`config.mk`:
```
export PLATFORM = sky130hd
export DESIGN_NAME = csr_exception_unit
export DESIGN_NICKNAME = d
export VERILOG_FILES = /design/src/rtl/csr_exception_unit.sv
export SDC_FILE = /design/constraint.sdc
export NUM_CORES = 1
export LEC_CHECK = 0
export CAP_MARGIN = 20
export CORE_UTILIZATION = 35
export CTS_CLUSTER_SIZE = 20
export DETAILED_ROUTE_END_ITERATION = 8
export GPL_ROUTABILITY_DRIVEN = 0
export PLACE_DENSITY_LB_ADDON = 0.25
export SLEW_MARGIN = 0
export SYNTH_ARGS = -nofsm -noshare
export SYNTH_HDL_FRONTEND = slang
export SYNTH_SLANG_ARGS = --single-unit
```
`constraint.sdc`:
```
create_clock -name clk -period 9.33 [get_ports clk]
set_input_delay 1.3995 -clock clk [delete_from_list [all_inputs] [get_ports clk]]
set_output_delay 1.3995 -clock clk [all_outputs]
set_load 0.005 [all_outputs]
```
`src/rtl/csr_exception_unit.sv`:
```
// Exception-side CSR bank: CRMD/PRMD/ECFG/ESTAT/ERA/BADV/EENTRY plus the architectural timer.
// Commits from the memory stage take priority over same-cycle software writes to the registers they touch.
module csr_exception_unit (
  input  logic        clk,
  input  logic        rst,
  input  logic        is_exception,
  input  logic [6:0]  exception_cause,
  input  logic [31:0] exception_pc,
  input  logic [31:0] exception_addr,
  input  logic        is_ertn,
  input  logic        csr_write_en,
  input  logic [13:0] csr_write_addr,
  input  logic [31:0] csr_write_data,
  input  logic [13:0] csr_read_addr,
  output logic [31:0] csr_read_data,
  input  logic [7:0]  hw_int_i,
  input  logic        ipi_i,
  output logic [31:0] ERA_PC,
  output logic [31:0] EENTRY_VA,
  output logic [11:0] ECFG_LIE,
  output logic [11:0] ESTAT_IS,
  output logic        CRMD_IE,
  output logic [1:0]  CRMD_PLV
);

  localparam logic [13:0] ADDR_CRMD   = 14'h000;
  localparam logic [13:0] ADDR_PRMD   = 14'h001;
  localparam logic [13:0] ADDR_ECFG   = 14'h004;
  localparam logic [13:0] ADDR_ESTAT  = 14'h005;
  localparam logic [13:0] ADDR_ERA    = 14'h006;
  localparam logic [13:0] ADDR_BADV   = 14'h007;
  localparam logic [13:0] ADDR_EENTRY = 14'h00C;
  localparam logic [13:0] ADDR_TID    = 14'h040;
  localparam logic [13:0] ADDR_TCFG   = 14'h041;
  localparam logic [13:0] ADDR_TVAL   = 14'h042;
  localparam logic [13:0] ADDR_TICLR  = 14'h044;

  logic [1:0]  crmd_plv;
  logic        crmd_ie;
  logic        crmd_da;
  logic [1:0]  prmd_pplv;
  logic        prmd_pie;
  logic [11:0] ecfg_lie;   // packed as {LIE[12:11], LIE[9:0]}
  logic [1:0]  is_sw;
  logic [7:0]  is_hw;
  logic        is_timer;
  logic        is_ipi;
  logic [5:0]  ecode;
  logic        esubcode;
  logic [31:0] era;
  logic [31:0] badv;
  logic [25:0] eentry;
  logic [31:0] tid;
  logic        tcfg_en;
  logic        tcfg_periodic;
  logic [29:0] tcfg_init;
  logic [31:0] tval;

  logic exc;
  logic ertn;
  logic badv_hit;
  logic wr_crmd, wr_prmd, wr_ecfg, wr_estat, wr_era, wr_badv;
  logic wr_eentry, wr_tid, wr_tcfg, wr_ticlr;
  logic [31:0] tval_next;
  logic timer_fire;

  assign exc      = is_exception;
  assign ertn     = is_ertn & ~is_exception;
  assign badv_hit = exc & ((exception_cause[5:0] == 6'h08) | (exception_cause[5:0] == 6'h09));

  // Writes colliding with a commit that modifies the same register are dropped whole.
  assign wr_crmd   = csr_write_en & (csr_write_addr == ADDR_CRMD) & ~exc & ~ertn;
  assign wr_prmd   = csr_write_en & (csr_write_addr == ADDR_PRMD) & ~exc;
  assign wr_ecfg   = csr_write_en & (csr_write_addr == ADDR_ECFG);
  assign wr_estat  = csr_write_en & (csr_write_addr == ADDR_ESTAT) & ~exc;
  assign wr_era    = csr_write_en & (csr_write_addr == ADDR_ERA) & ~exc;
  assign wr_badv   = csr_write_en & (csr_write_addr == ADDR_BADV) & ~badv_hit;
  assign wr_eentry = csr_write_en & (csr_write_addr == ADDR_EENTRY);
  assign wr_tid    = csr_write_en & (csr_write_addr == ADDR_TID);
  assign wr_tcfg   = csr_write_en & (csr_write_addr == ADDR_TCFG);
  assign wr_ticlr  = csr_write_en & (csr_write_addr == ADDR_TICLR) & csr_write_data[0];

  always_comb begin
    tval_next  = tval;
    timer_fire = 1'b0;
    if (wr_tcfg) begin
      tval_next = {csr_write_data[31:2], 2'b00};
    end else if (tcfg_en) begin
      if (tval != 32'd0) begin
        tval_next  = tval - 32'd1;
        timer_fire = (tval == 32'd1);
      end else if (tcfg_periodic) begin
        tval_next = {tcfg_init, 2'b00};
      end
    end
  end

  always_ff @(posedge clk or posedge rst) begin
    if (rst) begin
      crmd_plv      <= 2'd0;
      crmd_ie       <= 1'b0;
      crmd_da       <= 1'b1;
      prmd_pplv     <= 2'd0;
      prmd_pie      <= 1'b0;
      ecfg_lie      <= 12'd0;
      is_sw         <= 2'd0;
      is_hw         <= 8'd0;
      is_timer      <= 1'b0;
      is_ipi        <= 1'b0;
      ecode         <= 6'd0;
      esubcode      <= 1'b0;
      era           <= 32'd0;
      badv          <= 32'd0;
      eentry        <= 26'd0;
      tid           <= 32'd0;
      tcfg_en       <= 1'b0;
      tcfg_periodic <= 1'b0;
      tcfg_init     <= 30'd0;
      tval          <= 32'd0;
    end else begin
      if (exc) begin
        prmd_pplv <= crmd_plv;
        prmd_pie  <= crmd_ie;
        crmd_plv  <= 2'd0;
        crmd_ie   <= 1'b0;
        era       <= exception_pc;
        ecode     <= exception_cause[5:0];
        esubcode  <= exception_cause[6];
        if (badv_hit) badv <= exception_addr;
      end else if (ertn) begin
        crmd_plv <= prmd_pplv;
        crmd_ie  <= prmd_pie;
      end

      if (wr_crmd) begin
        crmd_plv <= csr_write_data[1:0];
        crmd_ie  <= csr_write_data[2];
        crmd_da  <= csr_write_data[3];
      end
      if (wr_prmd) begin
        prmd_pplv <= csr_write_data[1:0];
        prmd_pie  <= csr_write_data[2];
      end
      if (wr_ecfg)   ecfg_lie <= {csr_write_data[12:11], csr_write_data[9:0]};
      if (wr_estat)  is_sw    <= csr_write_data[1:0];
      if (wr_era)    era      <= csr_write_data;
      if (wr_badv)   badv     <= csr_write_data;
      if (wr_eentry) eentry   <= csr_write_data[31:6];
      if (wr_tid)    tid      <= csr_write_data;
      if (wr_tcfg) begin
        tcfg_en       <= csr_write_data[0];
        tcfg_periodic <= csr_write_data[1];
        tcfg_init     <= csr_write_data[31:2];
      end

      is_hw <= hw_int_i;
      is_ipi <= ipi_i;
      tval <= tval_next;
      // A timer expiry outranks a same-cycle TICLR.
      if (timer_fire)     is_timer <= 1'b1;
      else if (wr_ticlr)  is_timer <= 1'b0;
    end
  end

  always_comb begin
    csr_read_data = 32'd0;
    case (csr_read_addr)
      ADDR_CRMD:   csr_read_data = {28'd0, crmd_da, crmd_ie, crmd_plv};
      ADDR_PRMD:   csr_read_data = {29'd0, prmd_pie, prmd_pplv};
      ADDR_ECFG:   csr_read_data = {19'd0, ecfg_lie[11:10], 1'b0, ecfg_lie[9:0]};
      ADDR_ESTAT:  csr_read_data = {9'd0, esubcode, ecode, 3'd0, is_ipi, is_timer, 1'b0, is_hw, is_sw};
      ADDR_ERA:    csr_read_data = era;
      ADDR_BADV:   csr_read_data = badv;
      ADDR_EENTRY: csr_read_data = {eentry, 6'd0};
      ADDR_TID:    csr_read_data = tid;
      ADDR_TCFG:   csr_read_data = {tcfg_init, tcfg_periodic, tcfg_en};
      ADDR_TVAL:   csr_read_data = tval;
      default:     csr_read_data = 32'd0;
    endcase
  end

  assign ERA_PC    = era;
  assign EENTRY_VA = {eentry, 6'd0};
  assign ECFG_LIE  = ecfg_lie;
  assign ESTAT_IS  = {is_ipi, is_timer, is_hw, is_sw};
  assign CRMD_IE   = crmd_ie;
  assign CRMD_PLV  = crmd_plv;

endmodule

```
==> results.py <==
metrics = {
    "drt": {
        "drt_pass1_iterations": 9,
        "drt-initial-drc-count": 1083,
        "wl_um": 43400,
        "avgViaCountPerCell": 5.85,
        "drc_errors": 2,
        "wire_per_inst_um": 24.4,
        "num_vias": 10400,
        "final_antenna_net_count": 0,
    },
    "synthesis": {
        "synth.distinct_cells": 67,
        "postSynthCellCount": 1132,
        "synthArstFlopShare": 1.00,
        "synth-edff-count": 0,
        "syn_area_per_cell_sq_um": 10.0,
        "ys_warn_count": 0,
        "synth_flop_cell": "dfrtp_1",
        "seq_area_frac_synth": 0.495,
        "syn_area_sq_mm": 0.0113,
        "synth-seq-cells": 224,
    },
    "floorplanning": {
        "boundaryPins": 268,
        "die_y_um": 182,
        "initial_core_util": 0.357,
        "coreArea_sq_mm": 0.0317,
        "die_w_um": 182,
        "rows": 65,
        "die_area_sq_mm": 0.0331,
    },
    "global_route": {
        "grt-ovfl-total": 0,
        "grt_max_degree": 85,
        "antenna_found_initial": 0,
        "grt_use_total": 0.261,
        "grt_pass1_vias": 10300,
        "grt_pass1_wl_um": 66100,
    },
    "timing": {
        "post-route-min-period_ps": 6150,
        "worstMarginPinSlew_ps": 1160,
        "final_hold_viol_count": 0,
        "fin_crit_sh": 0.659,
        "setup_viol": 0,
        "slew_headroom": 0.229,
        "timing.fmax_mhz": 163,
        "tns_ps": 0,
        "maxSlewViolCount": 0,
        "whs_ps": 476,
        "grt_setup_unrepaired": "false",
        "finalClockSkew_ps": 13.9,
    },
    "worst_setup_path": {
        "critPathRequiredTime_ps": 7930,
        "arrival_ps": 4750,
        "path_class": "in -> out",
        "startpoint_type": "input port",
        "startpoint": "csr_read_addr[5]",
        "crit_fanout": 23,
        "timing.rr.start": "tval[16]",
        "endpoint_kind": "output pin",
    },
    "pwr": {
        "power_per_cell_area_mw_per_mm2": 148,
        "vdd_drop_max_v": 0.000112,
        "p_leak_nw": 6.47,
        "p_total_w": 0.00223,
    },
    "cells_and_area": {
        "fin_util": 0.474,
        "layout-drive-gt1-share": 0.124,
        "layout_commonest_cell": "clkdlybuf4s50_1",
        "mostFrequentLayoutCells": "clkdlybuf4s50_1 (260), dfrtp_1 (223), nand2_1 (223)",
        "synthToLayoutAreaGrowth_pct": 32.9,
        "fin_nets": 1506,
    },
    "outcome": {
        "outcome": "complete, but fails checks",
        "failed_checks": "DRC",
    },
    "clock_tree": {
        "clockBufferDepth": 3,
        "clkSinkCount": 224,
        "clk_latency_ps": 530,
        "cts_root_buf": "clkbuf_16",
        "cts_buffers": 25,
        "cts.repair.resized": 0,
        "clkTransAtPathRegs_ps": 60,
        "cts_htree_levels": 1,
        "tritoncts": "yes",
        "post_cts_buffers": 0,
        "postCtsHoldBufs": 0,
    },
    "placed_design": {
        "post-dp-hpwl_um": 30800,
        "io_buffer_count": 261,
    },
    "min_path": {
        "hold_start": "badv[13]",
        "min_path_type": "reg -> reg",
    },
    "run": {
        "cap_violations": 0,
    },
}
[per-layer routing]
| metal | track usage | part of all wire |
|---|---|---|
| met4 | 0.0760 | 0.024 |
| met1 | 0.375 | 0.44 |
| met5 | 0 | 0 |
| met3 | 0.0628 | 0.094 |
| met2 | 0.391 | 0.44 |
[registers in the layout, summed over array words and instances (netlist names)]
| register | flops |
|---|---|
| CRMD_IE | 1 |
| CRMD_PLV | 2 |
| ECFG_LIE | 12 |
| ERA_PC | 32 |
| badv | 32 |
| crmd_da | 1 |
| ecode | 6 |
| eentry | 26 |
| esubcode | 1 |
| is_hw | 8 |
| is_ipi | 1 |
| is_sw | 2 |
| is_timer | 1 |
| prmd_pie | 1 |
| prmd_pplv | 2 |
| tcfg_en | 1 |
| tcfg_init | 30 |
| tcfg_periodic | 1 |
| tid | 32 |
| tval | 32 |
[report_power, final]
| group | internal (W) | total [W] | switching [W] |
|---|---|---|---|
| Clock | 0.000545 | 0.000960 | 0.000414 |
| Sequential | 0.00102 | 0.00105 | 0.0000348 |
| Combinational | 0.000112 | 0.000216 | 0.000104 |
[cells by family (layout without fill, tap and decap cells)]
kind of cell    count (synthesis)  count (layout)  share of synthesized area
simple gates                  419             419                      0.174
other cells                     1               7                   0.000331
compound gates                268             268                      0.170
buf+inv                        94             335                     0.0399
mux                           121             121                      0.116
xor+xnor                        3               3                    0.00232
fa+ha+maj                       2               2                    0.00221
flops                         224             224                      0.495
[stage by stage]
step | area [sq um] | std cells | setup slack (ps)
2_1_floorplan | 11300 | 1137 | 1800
3_3_place_gp | 14300 | 1733 | 3230
3_5_place_dp | 14300 | 1733 | 3250
4_1_cts | 15000 | 1779 | 3260
5_1_grt | 15000 | 1780 | 3020
6_report | 15000 | 1781 | 3180
[final timing paths]
check                      slack [ps]           endpoint  cells past startpoint
max                              3180  csr_read_data[10]                      8
min                               480           badv[13]                      2
max reg2reg                      5540           tval[25]                      6
min reg2reg                       480           badv[13]                      2
max in group asynchronous        6580          ERA_PC[4]                      3
min in group asynchronous        1340      tcfg_periodic                      2
[synthesized netlist by cell type (6+ instances only)]
cell type  instances  share of area
a211oi_1           9         0.0060
a21oi_1           17         0.0075
a222oi_1          24          0.021
a22o_1            13          0.010
a22oi_1          104          0.069
and2_1             7         0.0039
buf_2              8         0.0035
buf_4             12         0.0080
clkbuf_1          59          0.020
dfrtp_1          223           0.49
inv_1              6         0.0020
mux2_2            80          0.080
mux2i_1           41          0.036
nand2_1          223          0.074
nand3_1           50          0.022
nand4_1            8         0.0044
nor2_1            33          0.011
nor3_1            25          0.011
nor4_1            21          0.012
o21ai_0           59          0.026
o31ai_1            8         0.0053
or3_1              9         0.0050
[cell type report]
| class | instances | area (sq um) |
|---|---|---|
| tap | 402 | 503 |
| antenna | 1 | 2.50 |
| inverter | 6 | 30.0 |
| fill | 3000 | 16700 |
| clock inverter | 13 | 96.3 |
| timing repair buffer | 283 | 2780 |
| clock buffer | 33 | 686 |
| multi-input combinational | 819 | 5350 |
| sequential | 224 | 5610 |
[critical path, cell delays in order]
cell             delay, ps
clkdlybuf4s50_1        420
nor3_1                 270
nand2_1                100
nor2_1                 570
and2_1                1000
a22oi_1                210
nand3_1                220
clkdlybuf4s50_1        540
No activity file was read; power rests on OpenSTA's default activity.
